===== config.mk =====
export PLATFORM = sky130hd
export DESIGN_NAME = dram_arbiter_flat
export DESIGN_NICKNAME = d
export VERILOG_FILES = /design/src/rtl/dram_arbiter_if.sv /design/src/rtl/dram_arbiter.sv /design/src/flat_wrapper.sv
export SDC_FILE = /design/constraint.sdc
export NUM_CORES = 1
export LEC_CHECK = 0
export BUFFER_PORTS_ARGS = -buffer_cell sky130_fd_sc_hd__buf_2
export CAP_MARGIN = 40
export CORE_MARGIN = 4
export CORE_UTILIZATION = 50
export CTS_BUF_LIST = sky130_fd_sc_hd__clkbuf_16
export DETAILED_ROUTE_END_ITERATION = 8
export GPL_TIMING_DRIVEN = 0
export PLACE_DENSITY = 0.8
export SYNTH_ARGS = -nofsm -noshare
export SYNTH_HDL_FRONTEND = slang
export SYNTH_SLANG_ARGS = --single-unit

===== constraint.sdc =====
create_clock -name CLK -period 2 [get_ports CLK]
set_input_delay 0.4 -clock CLK [delete_from_list [all_inputs] [get_ports CLK]]
set_output_delay 0.4 -clock CLK [all_outputs]
set_load 0.02 [all_outputs]

===== src/rtl/dram_arbiter_if.sv =====
// dram_arbiter_if: CPU, DMA and DRAM-core signals around the arbiter
interface dram_arbiter_if;
  logic        CPU_CS;
  logic        CPU_AS;
  logic        CPU_RW;
  logic        CPU_LDS;
  logic        CPU_UDS;
  logic [22:0] CPU_ADDR;
  logic        CPU_DTACK;
  logic        DMA_REQ;
  logic        DMA_RW;
  logic [1:0]  DMA_BE;
  logic [22:0] DMA_ADDR;
  logic        DMA_ACK;
  logic        MEM_START;
  logic        MEM_REFRESH;
  logic [22:0] MEM_ADDR;
  logic        MEM_RW;
  logic        MEM_LDS;
  logic        MEM_UDS;
  logic        MEM_DONE;
  logic [1:0]  GRANT;
  modport slave (
    input  CPU_CS, CPU_AS, CPU_RW, CPU_LDS, CPU_UDS, CPU_ADDR,
    input  DMA_REQ, DMA_RW, DMA_BE, DMA_ADDR, MEM_DONE,
    output CPU_DTACK, DMA_ACK, MEM_START, MEM_REFRESH,
    output MEM_ADDR, MEM_RW, MEM_LDS, MEM_UDS, GRANT
  );
  modport master (
    output CPU_CS, CPU_AS, CPU_RW, CPU_LDS, CPU_UDS, CPU_ADDR,
    output DMA_REQ, DMA_RW, DMA_BE, DMA_ADDR, MEM_DONE,
    input  CPU_DTACK, DMA_ACK, MEM_START, MEM_REFRESH,
    input  MEM_ADDR, MEM_RW, MEM_LDS, MEM_UDS, GRANT
  );
endinterface


===== src/rtl/dram_arbiter.sv =====
// dram_arbiter: shares one DRAM core between a 68000 CPU, a DMA master and periodic refresh
module dram_arbiter #(
  parameter int REFRESH_CYCLE_CNT = 150,
  parameter int CNT_W             = 12
) (
  input logic         CLK,
  input logic         RST,
  dram_arbiter_if.slave bus
);
  typedef enum logic [2:0] {IDLE, CPU_ACC, CPU_HOLD, DMA_ACC, REF_ACC} state_t;
  state_t           state_q, state_d;
  logic [CNT_W-1:0] cnt_q, cnt_d;
  logic             pend_q, pend_d;
  logic             last_dma_q, last_dma_d;
  logic             abort_q, abort_d;
  logic             dtack_q, dtack_d;
  logic             ack_q, ack_d;
  logic             start_q, start_d;
  logic             refresh_q, refresh_d;
  logic [22:0]      addr_q, addr_d;
  logic             rw_q, rw_d;
  logic             lds_q, lds_d;
  logic             uds_q, uds_d;
  logic [1:0]       grant_q, grant_d;
  logic             cpu_req;
  assign cpu_req         = !bus.CPU_CS && !bus.CPU_AS;
  assign bus.CPU_DTACK   = dtack_q;
  assign bus.DMA_ACK     = ack_q;
  assign bus.MEM_START   = start_q;
  assign bus.MEM_REFRESH = refresh_q;
  assign bus.MEM_ADDR    = addr_q;
  assign bus.MEM_RW      = rw_q;
  assign bus.MEM_LDS     = lds_q;
  assign bus.MEM_UDS     = uds_q;
  assign bus.GRANT       = grant_q;
  // next state: refresh timer, fixed-priority/round-robin arbitration and per-owner completion
  always_comb begin
    state_d    = state_q;
    cnt_d      = &cnt_q ? cnt_q : cnt_q + 1'b1;
    pend_d     = pend_q | (cnt_d == CNT_W'(REFRESH_CYCLE_CNT));
    last_dma_d = last_dma_q;
    abort_d    = abort_q;
    dtack_d    = dtack_q;
    ack_d      = 1'b0;
    start_d    = 1'b0;
    refresh_d  = 1'b0;
    addr_d     = addr_q;
    rw_d       = rw_q;
    lds_d      = lds_q;
    uds_d      = uds_q;
    grant_d    = grant_q;
    case (state_q)
      IDLE: begin
        if (pend_q) begin
          state_d   = REF_ACC;
          cnt_d     = '0;
          pend_d    = 1'b0;
          refresh_d = 1'b1;
          rw_d      = 1'b1;
          lds_d     = 1'b1;
          uds_d     = 1'b1;
          grant_d   = 2'b11;
        end else if (cpu_req && (!bus.DMA_REQ || last_dma_q)) begin
          state_d    = CPU_ACC;
          start_d    = 1'b1;
          addr_d     = bus.CPU_ADDR;
          rw_d       = bus.CPU_RW;
          lds_d      = bus.CPU_LDS;
          uds_d      = bus.CPU_UDS;
          last_dma_d = 1'b0;
          abort_d    = 1'b0;
          grant_d    = 2'b01;
        end else if (bus.DMA_REQ) begin
          state_d    = DMA_ACC;
          start_d    = 1'b1;
          addr_d     = bus.DMA_ADDR;
          rw_d       = bus.DMA_RW;
          lds_d      = ~bus.DMA_BE[0];
          uds_d      = ~bus.DMA_BE[1];
          last_dma_d = 1'b1;
          grant_d    = 2'b10;
        end
      end
      CPU_ACC: begin
        abort_d = abort_q | bus.CPU_AS;
        if (bus.MEM_DONE) begin
          state_d = abort_d ? IDLE : CPU_HOLD;
          dtack_d = abort_d;
          grant_d = abort_d ? 2'b00 : grant_q;
        end
      end
      CPU_HOLD: begin
        if (bus.CPU_AS) begin
          state_d = IDLE;
          dtack_d = 1'b1;
          grant_d = 2'b00;
        end
      end
      DMA_ACC: begin
        if (bus.MEM_DONE) begin
          state_d = IDLE;
          ack_d   = 1'b1;
          grant_d = 2'b00;
        end
      end
      REF_ACC: begin
        if (bus.MEM_DONE) begin
          state_d = IDLE;
          grant_d = 2'b00;
        end
      end
      default: state_d = IDLE;
    endcase
  end
  // state register; reset abandons any access in flight without a DTACK or ACK
  always_ff @(posedge CLK or negedge RST) begin
    if (!RST) begin
      state_q    <= IDLE;
      cnt_q      <= '0;
      pend_q     <= 1'b0;
      last_dma_q <= 1'b1;
      abort_q    <= 1'b0;
      dtack_q    <= 1'b1;
      ack_q      <= 1'b0;
      start_q    <= 1'b0;
      refresh_q  <= 1'b0;
      addr_q     <= '0;
      rw_q       <= 1'b1;
      lds_q      <= 1'b1;
      uds_q      <= 1'b1;
      grant_q    <= 2'b00;
    end else begin
      state_q    <= state_d;
      cnt_q      <= cnt_d;
      pend_q     <= pend_d;
      last_dma_q <= last_dma_d;
      abort_q    <= abort_d;
      dtack_q    <= dtack_d;
      ack_q      <= ack_d;
      start_q    <= start_d;
      refresh_q  <= refresh_d;
      addr_q     <= addr_d;
      rw_q       <= rw_d;
      lds_q      <= lds_d;
      uds_q      <= uds_d;
      grant_q    <= grant_d;
    end
  end
endmodule


===== src/flat_wrapper.sv =====
// flat-port wrapper written by rule: the top's interface ports become plain ports
module dram_arbiter_flat 
#(
  parameter int REFRESH_CYCLE_CNT = 150,
  parameter int CNT_W             = 12
)
  (CLK, RST, bus_CPU_CS, bus_CPU_AS, bus_CPU_RW, bus_CPU_LDS, bus_CPU_UDS, bus_CPU_ADDR, bus_DMA_REQ, bus_DMA_RW, bus_DMA_BE, bus_DMA_ADDR, bus_MEM_DONE, bus_CPU_DTACK, bus_DMA_ACK, bus_MEM_START, bus_MEM_REFRESH, bus_MEM_ADDR, bus_MEM_RW, bus_MEM_LDS, bus_MEM_UDS, bus_GRANT);
  dram_arbiter_if bus_i ();
  input logic CLK;
  input logic RST;
  input wire logic [$bits(bus_i.CPU_CS)-1:0] bus_CPU_CS;
  input wire logic [$bits(bus_i.CPU_AS)-1:0] bus_CPU_AS;
  input wire logic [$bits(bus_i.CPU_RW)-1:0] bus_CPU_RW;
  input wire logic [$bits(bus_i.CPU_LDS)-1:0] bus_CPU_LDS;
  input wire logic [$bits(bus_i.CPU_UDS)-1:0] bus_CPU_UDS;
  input wire logic [$bits(bus_i.CPU_ADDR)-1:0] bus_CPU_ADDR;
  input wire logic [$bits(bus_i.DMA_REQ)-1:0] bus_DMA_REQ;
  input wire logic [$bits(bus_i.DMA_RW)-1:0] bus_DMA_RW;
  input wire logic [$bits(bus_i.DMA_BE)-1:0] bus_DMA_BE;
  input wire logic [$bits(bus_i.DMA_ADDR)-1:0] bus_DMA_ADDR;
  input wire logic [$bits(bus_i.MEM_DONE)-1:0] bus_MEM_DONE;
  output wire logic [$bits(bus_i.CPU_DTACK)-1:0] bus_CPU_DTACK;
  output wire logic [$bits(bus_i.DMA_ACK)-1:0] bus_DMA_ACK;
  output wire logic [$bits(bus_i.MEM_START)-1:0] bus_MEM_START;
  output wire logic [$bits(bus_i.MEM_REFRESH)-1:0] bus_MEM_REFRESH;
  output wire logic [$bits(bus_i.MEM_ADDR)-1:0] bus_MEM_ADDR;
  output wire logic [$bits(bus_i.MEM_RW)-1:0] bus_MEM_RW;
  output wire logic [$bits(bus_i.MEM_LDS)-1:0] bus_MEM_LDS;
  output wire logic [$bits(bus_i.MEM_UDS)-1:0] bus_MEM_UDS;
  output wire logic [$bits(bus_i.GRANT)-1:0] bus_GRANT;
  assign bus_i.CPU_CS = bus_CPU_CS;
  assign bus_i.CPU_AS = bus_CPU_AS;
  assign bus_i.CPU_RW = bus_CPU_RW;
  assign bus_i.CPU_LDS = bus_CPU_LDS;
  assign bus_i.CPU_UDS = bus_CPU_UDS;
  assign bus_i.CPU_ADDR = bus_CPU_ADDR;
  assign bus_i.DMA_REQ = bus_DMA_REQ;
  assign bus_i.DMA_RW = bus_DMA_RW;
  assign bus_i.DMA_BE = bus_DMA_BE;
  assign bus_i.DMA_ADDR = bus_DMA_ADDR;
  assign bus_i.MEM_DONE = bus_MEM_DONE;
  assign bus_CPU_DTACK = bus_i.CPU_DTACK;
  assign bus_DMA_ACK = bus_i.DMA_ACK;
  assign bus_MEM_START = bus_i.MEM_START;
  assign bus_MEM_REFRESH = bus_i.MEM_REFRESH;
  assign bus_MEM_ADDR = bus_i.MEM_ADDR;
  assign bus_MEM_RW = bus_i.MEM_RW;
  assign bus_MEM_LDS = bus_i.MEM_LDS;
  assign bus_MEM_UDS = bus_i.MEM_UDS;
  assign bus_GRANT = bus_i.GRANT;
  dram_arbiter #(.REFRESH_CYCLE_CNT(REFRESH_CYCLE_CNT), .CNT_W(CNT_W)) u_core (.CLK(CLK), .RST(RST), .bus(bus_i));
endmodule

## After elaboration in Yosys (flattened, before gate mapping)

Index checks and enable logic that the tools add are counted.

| cells by class | value |
|---|---|
| multiplexer cells | 48 |
| $add $sub $neg | 1 |
| eq/ne operators | 12 |
| bitwise operators | 5 |
| reduce and logical (&&, ||, !) cells | 20 |

Operator list:

| kind | number |
|---|---|
| 23-bit two-way mux | 2 |
| 12-bit two-way mux | 3 |
| 1-bit two-way mux | 25 |
| 3-bit two-way mux | 6 |
| 2-bit two-way mux | 8 |
| 12-bit by 1-bit adder with 12-bit output, second input constant | 1 |
| 12-bit by 8-bit == test with 1-bit output, second input constant | 1 |
| 3-bit one-hot mux with 4 select lines | 1 |
| 12-bit AND reduction | 1 |
| 3-bit AND reduction | 3 |
| 2-bit one-hot mux with 4 select lines | 1 |
| 3-bit by 2-bit == test with 1-bit output, second input constant | 2 |
| 2-bit by 1-bit inequality test with 1-bit output, second input constant | 3 |
| 2-bit inequality test, second input constant | 3 |
| 6-bit AND reduction | 1 |
| 2-bit nonzero test | 3 |
| 4-bit by 2-bit inequality test with 1-bit output, second input constant | 1 |
| 1-bit one-hot mux with 2 select lines | 2 |
| 4-bit AND reduction | 1 |
| 4-bit nonzero test | 1 |
| 3-bit by 1-bit == test with 1-bit output, second input constant | 1 |
| 3-bit == test, second input constant | 1 |
| 1-bit logical NOT | 3 |
| 3-bit logical NOT | 1 |
| other kinds (7) | 11 |

| word-level totals | value |
|---|---|
| bits of input ports | 58 |
| word-level logic and storage cells | 100 |
| register bits | 50 |
| output and inout bits | 32 |

## Logic depth before layout (Yosys ltp)

Gate-level depths: netlist of run 1.

| logic depth | value |
|---|---|
| word-level depth | 6 |
| depth in mapped cells | 8 |
| gate-level depth less buffers | 6 |

## Worst setup path before layout of run 1

No wires, ideal clock.

| timing | value |
|---|---|
| path kind | register to register |
| from | reg u_core.cnt_q[0] |
| to | reg u_core.pend_q |
| arrival time | 1.687 ns |
| path buffers | 1 |
| clock period less this slack | 1.779 ns |
| required time | 1.908 ns |
| setup slack | 0.221 ns |
| stages on the path, launching flop included | 8 |
| library setup time | 0.092 ns |
| cells stage by stage | dfrtp_1 ha_1 and4_1 buf_6 and3_4 o211ai_2 a221o_1 o31ai_2 |

| between the ends | value |
|---|---|
| longest elaborated chain between the ends | 6 |
| elaborated cells on any way between the ends | 7 |
| those cells by class | 1 x add/sub; 1 x eq/ne; 3 x mux; 1 x bitwise; 1 x reduce/logical |

Ends and longest elaborated chain:

| item | RTL line | text |
|---|---|---|
| from (decl) | dram_arbiter.sv:12 | `logic [CNT_W-1:0] cnt_q, cnt_d;` |
| from (signal assigned) | dram_arbiter.sv:134 | `cnt_q <= cnt_d;` |
| 12-bit by 1-bit adder with 12-bit output / 12-bit AND reduction (equally long branches) | dram_arbiter.sv:39 | `cnt_d = &cnt_q ? cnt_q : cnt_q + 1'b1;` |
| 12-bit two-way mux (*) | dram_arbiter.sv:39 |  |
| 12-bit by 8-bit == test with 1-bit output (*) | dram_arbiter.sv:40 | `pend_d = pend_q \| (cnt_d == CNT_W'(REFRESH_CYCLE_CNT));` |
| 1-bit bitwise OR (*) | dram_arbiter.sv:40 |  |
| 1-bit two-way mux | dram_arbiter.sv:54 | `if (pend_q) begin` |
| 1-bit two-way mux (*) | dram_arbiter.sv:52 | `case (state_q)` |
| via u_core.pend_d | dram_arbiter.sv:13 | `logic pend_q, pend_d;` |
| to (signal assigned) | dram_arbiter.sv:135 | `pend_q <= pend_d;` |
| to (decl) | dram_arbiter.sv:13 |  |

Mark *: on every way through the listed nets, which the timed path passes. The rest lies on a longest branch.
A chain may end at the register's enable or synchronous reset.

## Worst setup path after layout of run 1

Same ends and word-level chain as after synthesis.

==> flow_metrics.tcl, run 1 <==
set metrics [dict create \
    hold_viol 0 \
    grt_start_max_net_pins 40 \
    pin_count 90 \
    synthTopCellsByArea "dfrtp_1 44%, mux2i_1 11%, o21ai_0 5.5%" \
    max_stage_delay_ns 0.47 \
    drtIter0Drc 128 \
    hp-class "in -> reg" \
    tightestPinTransition_ns 0.366 \
    cts_tree "yes" \
    fin_skew_ns 0.00339 \
    cts-root-buf "clkbuf_16" \
    seq_area_frac_synth_pct 49.1 \
    die_h_um 79.6 \
    n_fill_cell 369 \
    finalSetupViolCount 0 \
    routed_wl_mm 6.15 \
    routedWlPerCell_um 14.5 \
    irDropWorstVdd_v 0.000788 \
    p_per_area_mw_per_mm2 1210 \
    ant_nets 0 \
    p_sw_uw 1560 \
    crit_path_max_fanout 7 \
    track_usage_pct 20.7 \
    setup_tns_ns 0 \
    total_power_uw 3970 \
    final-seq-area_mm2 0.00126 \
    synth-main-ff-cell "dfrtp_1" \
    status "finished, final reports clean" \
    dp_slack_ns -0.0435 \
    grt_pass1_vias 2193 \
    drtPass1Iterations 4 \
    slowest_stage "dfrtp_1" \
    slew_headroom_pct 75.5 \
    worst_setup_path_start_kind "register" \
    cts_buffers 5 \
    clk_pin_slew_ns 0.07 \
    pwr-share-seq_pct 39.2 \
    synth_seq_cells 50 \
    cts_buffer_depth 2 \
    syn_inst 258 \
    start_util_pct 52.8 \
    swShare_pct 39.2 \
    dp_hpwl_mm 4.62 \
    grt_pass1_wl_mm 10.3 \
    crit_buf_inv 1 \
    fmax_mhz 528 \
    layout.nets 415 \
    place_congestion 0.881 \
    period_needed_ns 1.89 \
    yosysTopAreaCell "dfrtp_1" \
    endpoint_kind "register" \
    num_rows 25 \
    combPwrFrac_pct 39.9 \
    crit_type "reg -> reg" \
    drc 0 \
    synthArstFlopShare_pct 100 \
    p_int_uw 2410 \
    placed_cell_area_mm2 0.00311 \
    overflow 0 \
    synth_top_area_share_pct 44.0 \
    area_delta_synth_final_pct 28.5 \
    critPathTopFamily "compound AO/OA/AOI/OAI gates" \
    ys_types 44 \
    io_buffers 89 \
    required_ns 2.21 \
    crit_chain "ha_4 -> and4_1 -> buf_6 -> and3_4 -> o211ai_2 -> a221o_1 -> o31ai_2" \
    clkPwrFrac_pct 20.9 \
    htree_levels 2 \
    drive_above_1_share_pct 37.3 \
    finalCritPeriodShare_pct 94.6 \
    cp.arrival_ns 2.10 \
    via_per_inst 5.30 \
    synthesis.nets 317 \
    fin_area_mm2 0.00329 \
    clk_latency_ns 0.29 \
    maxCapViolCount 0 \
    syn_area_per_cell_um2 9.93 \
    core-area_mm2 0.00485 \
    yosysWarnings 0 \
    diodes 0 \
    dieArea_mm2 0.00633 \
    cts.sinks 50 \
    hold_slack_ns 0.350 \
    worst_slack_ns 0.107 \
    r2r_setup_slack_ns 0.11 \
    syn_area_mm2 0.00256 \
    antenna_found_initial 0 \
    synth_edf_count 0 \
    dr_total_vias 2248 \
    cts_setup_buffers 0 \
    die_x_um 79.6 \
    p_leak_uw 0.00160 \
    synthTopCellsByCount "45 x dfrtp_1, 34 x nand2_1, 28 x o21ai_0, 27 x mux2i_1, 21 x nor2_1" \
    slew_violations 0 \
    multiInputGateArea_mm2 0.00121 \
    yosysMostFrequentCell "dfrtp_1" \
]
[sequential cells by signal (all words and copies together) (netlist names)]
register	flops
u_core.bus.MEM_ADDR	23
u_core.cnt_q	12
u_core.state_q	3
u_core.bus.GRANT	2
u_core.abort_q	1
u_core.bus.CPU_DTACK	1
u_core.bus.DMA_ACK	1
u_core.bus.MEM_LDS	1
u_core.bus.MEM_REFRESH	1
u_core.bus.MEM_RW	1
u_core.bus.MEM_START	1
u_core.bus.MEM_UDS	1
u_core.last_dma_q	1
u_core.pend_q	1
[placed cells by master (no fill, tap or decap), drive strengths merged, types with 3 or more instances in the layout]
cell type | netlist | routed
a211oi | 4 | 4
a21oi | 12 | 12
buf | 10 | 100
clkbuf | 6 | 11
dfrtp | 45 | 45
dfstp | 5 | 5
inv | 5 | 6
mux2 | 3 | 3
mux2i | 27 | 27
nand2 | 34 | 34
nand3 | 6 | 6
nand4 | 4 | 4
nor2 | 21 | 21
nor3 | 6 | 6
nor3b | 4 | 4
o21ai | 31 | 31
xnor2 | 5 | 5
xor2 | 3 | 3
[per-layer routing]
layer | share of wire (%) | track usage (%) | wire (um) | up-vias
li1 | - | - | - | 1105
met1 | 42 | 25.8 | 2590 | 1050
met2 | 49 | 34.2 | 3000 | 81
met3 | 7.5 | 6.21 | 458 | 12
met4 | 1.5 | 6.87 | 90 | 0
met5 | 0 | 0 | 0 | -
[per-stage QoR]
stage / utilization, % / std cells
2_1_floorplan: - / 258
3_3_place_gp: 63.7 / 414
3_5_place_dp: 64.2 / 415
4_1_cts: 67.3 / 424
5_1_grt: 67.9 / 424
6_report: 67.9 / 424
[path summary, 6_finish.rpt]
kind,start,endpoint,depth (start not counted)
max in group asynchronous,RST,u_core.bus.MEM_RW,3
min reg2reg,u_core.bus.MEM_ADDR[17],u_core.bus.MEM_ADDR[17],2
min in group asynchronous,RST,u_core.bus.MEM_ADDR[20],2
min,bus_MEM_DONE,u_core.state_q[2],2
max reg2reg,u_core.cnt_q[0],u_core.pend_q,7
max,u_core.cnt_q[0],u_core.pend_q,7
[power by group through the flow]
stage	clock network [uW]	logic, uW	registers (uW)
2_1_floorplan	0	665	1920
3_3_place_gp	0	1530	1560
3_5_place_dp	0	1590	1560
4_1_cts	843	1590	1560
5_1_grt	883	1770	1600
6_report	830	1580	1560
[logic make-up after synthesis]
kind of cell	count (synthesis)	share of synthesized area, %
multiplexers	30	11.9
AO/OA/AOI/OAI	59	13.7
adder cells (fa/ha/maj)	1	0.488
XOR/XNOR	8	2.74
flip-flops	50	49.1
AND/OR/NAND/NOR	89	17.6
buffers and inverters	21	4.54
[repair_timing]
| item | in CTS | in global routing |
|---|---|---|
| resized for setup | 0 | 13 |
| endpoints found under the hold margin | 11 | 0 |
| endpoints found under the setup margin | 0 | 13 |
| hold buffers | 1 | 0 |
[cell type report]
class | count | area share (%)
Multi-Input combinational cell | 187 | 36.7
Timing Repair Buffer | 91 | 14.4
Inverter | 5 | 0.570
Clock inverter | 3 | 0.532
Tap cell | 67 | 2.55
Sequential cell | 50 | 38.2
Clock buffer | 5 | 3.80
Buffer | 16 | 3.16
No activity file was read; power rests on OpenSTA's default activity.
==> run 2: changes to the inputs <==
ABC_AREA = 1   (was not set)
TNS_END_PERCENT = 5   (was not set)
==> run 2 against run 1 <==
Against the previous run: via count up 11%; register-to-register slack better by 0.08 ns; clock power up 17%; clock skew up 0.0050 ns; power up 4.8%; combinational power up 3%; sequential share of layout area up 0.37 points; global-route usage up 0.70 points; critical path depth up 3; critical path type unchanged.
==> flow_metrics.tcl, run 2 <==
set metrics [dict create \
    irDropWorstVdd_v 0.000765 \
    pin_count 90 \
    drc 0 \
    cts_buffer_depth 2 \
    crit_path_max_fanout 9 \
    cts.sinks 50 \
    tightestPinTransition_ns 0.454 \
    fin_cells 489 \
    placed_cell_area_mm2 0.00309 \
    fin_skew_ns 0.00838 \
    syn_area_per_cell_um2 7.85 \
    p_leak_uw 0.00167 \
    synthTopCellsByArea "dfrtp_1 44%, nand2_1 14%, nor2_1 6.1%" \
    overflow 0 \
    post_cts_resized 0 \
    synth_seq_cells 50 \
    yosysMostFrequentCell "nand2_1" \
    reg2regPathDepth 10 \
    worst_setup_path_start_kind "register" \
    crit_top_cell "nand3_1" \
    ant_nets 0 \
    max_stage_delay_ns 0.44 \
    dp_hpwl_mm 4.87 \
    final-seq-area_mm2 0.00126 \
    yosysWarnings 0 \
    setup_tns_ns 0 \
    required_ns 2.23 \
    syn_area_mm2 0.00254 \
    drive_above_1_share_pct 29.4 \
    ys_types 35 \
    fmax_mhz 552 \
    io_buffers 89 \
    holdBufCountCts 0 \
    synth_edf_count 0 \
    period_needed_ns 1.81 \
    mostFrequentLayoutCells "96 x nand2_1, 93 x buf_2, 45 x dfrtp_1" \
    layout_commonest_cell "nand2_1" \
    start_util_pct 52.8 \
    hold_slack_ns 0.0378 \
    antenna_found_initial 0 \
    slew_headroom_pct 69.7 \
    crit_type "reg -> reg" \
    multiInputGateArea_mm2 0.00110 \
    rr_endpoint "u_core.pend_q" \
    cts-root-buf "clkbuf_16" \
    die_h_um 79.3 \
    cts_setup_buffers 0 \
    grt_start_max_net_pins 34 \
    r2r_setup_slack_ns 0.19 \
    p_per_area_mw_per_mm2 1280 \
    core-area_mm2 0.00482 \
    finalCritPeriodShare_pct 90.5 \
    synthesis.nets 383 \
    seq_area_frac_synth_pct 49.5 \
    endpoint_kind "register" \
    synthArstFlopShare_pct 100 \
    dr_total_vias 2488 \
    critPathTopFamily "simple AND/OR/NAND/NOR gates" \
    maxCapViolCount 0 \
    area_delta_synth_final_pct 28.2 \
    clk_latency_ns 0.29 \
    cts_buffers 5 \
    layout.nets 480 \
    dieArea_mm2 0.00629 \
    n_fill_cell 420 \
    dp_cells 481 \
    rsz0062_at_grt "no" \
    drtPass1Iterations 4 \
    die_x_um 79.3 \
    fin_area_mm2 0.00326 \
    syn_inst 324 \
    grt_pass1_vias 2469 \
    cts_tree "yes" \
    routedWlPerCell_um 13.1 \
    largest_reg_flops 23 \
    routed_wl_mm 6.41 \
    reg2reg_from "u_core.cnt_q[0]" \
    slowest_stage "dfrtp_1" \
    crit_buf_inv 1 \
    synth-main-ff-cell "dfrtp_1" \
    num_rows 25 \
    hold_viol 0 \
    synth_top_area_share_pct 44.3 \
    htree_levels 2 \
    cp.arrival_ns 2.04 \
    crit_chain "ha_1 -> nand2_2 -> nor2_4 -> nand3_4 -> clkinv_2 -> a21oi_1 -> nand3_1 -> nor2_1 -> nand3_1 -> nand2_1" \
    drtIter0Drc 139 \
    slew_violations 0 \
    via_per_inst 5.09 \
    hp-class "in -> async" \
    grt_pass1_wl_mm 10.7 \
    place_congestion 0.909 \
    clk_pin_slew_ns 0.07 \
    diodes 0 \
    track_usage_pct 21.4 \
    synthTopCellsByCount "96 x nand2_1, 45 x dfrtp_1, 41 x nor2_1, 30 x inv_1, 24 x a31oi_1" \
    finalSetupViolCount 0 \
    crit_start "u_core.cnt_q[0]" \
    fin_util_pct 67.7 \
    status "finished, final reports clean" \
    yosysTopAreaCell "dfrtp_1" \
]
==> run 2: changes by cell type in the layout (fill, tap and decap cells not counted), moves of 4 or more <==
cell	previous run	this run
nand2_1	34	96
mux2i_1	27	0
inv_1	6	30
a31oi_1	2	24
nor2_1	21	41
o21ai_0	28	8
nand3_1	6	20
a21oi_1	12	6
clkbuf_2	5	0
xnor2_1	5	0
nor2_2	0	4
==> run 2: cells by family after synthesis <==
logic type      count (synthesis)  share of synthesized area (%)
simple gates                  177                           30.1
compound gates                 52                           12.5
flops                          50                           49.5
buf+inv                        43                           7.18
xor+xnor                        1                          0.345
fa+ha+maj                       1                          0.492
==> run 2: worst max-delay path by stage <==
stage	end	slack [ns]	depth (start not counted)
6_report	u_core.pend_q	0.19	10
5_1_grt	u_core.pend_q	0.04	10
4_1_cts	u_core.pend_q	0.22	10
3_5_place_dp	u_core.bus.MEM_ADDR[15]	0.21	8
3_3_place_gp	u_core.bus.MEM_ADDR[18]	0.26	7
2_1_floorplan	u_core.pend_q	0.49	10
==> run 2: area by class of cell <==
class                   instances  share of cell area [%]
well taps                      67                    2.57
multi-input cells             231                    33.8
clock inverters                 3                    1.31
inverters                      34                    3.95
repair buffers                 90                    14.3
flip-flops and latches         50                    38.6
plain buffers                   9                    1.65
clock buffers                   5                    3.84
==> run 2: power breakdown <==
group | switching, uW | internal (uW)
logic | 1060 | 573
clock network | 376 | 591
registers | 179 | 1390
==> run 2: routing by layer <==
layer	vias up	wire, um	track usage (%)
li1	1261	-	-
met4	0	93	6.87
met2	76	3180	36.4
met1	1140	2770	27.0
met3	11	361	4.88
met5	-	0	0
==> run 2: worst register-to-register path, stage by stage, from the launching register on <==
cell and delay (ns):
dfrtp_1 0.44, ha_1 0.28, nand2_2 0.13, nor2_4 0.06
nand3_4 0.14, clkinv_2 0.11, a21oi_1 0.22, nand3_1 0.13
nor2_1 0.10, nand3_1 0.07, nand2_1 0.07
==> run 2: through the flow <==
step,total power (uW),worst slack [ns]
finish,4160,0.190
global route,4430,0.0445
CTS,4190,0.217
detailed placement,3220,0.208
global placement,3160,0.263
floorplan,2640,0.495
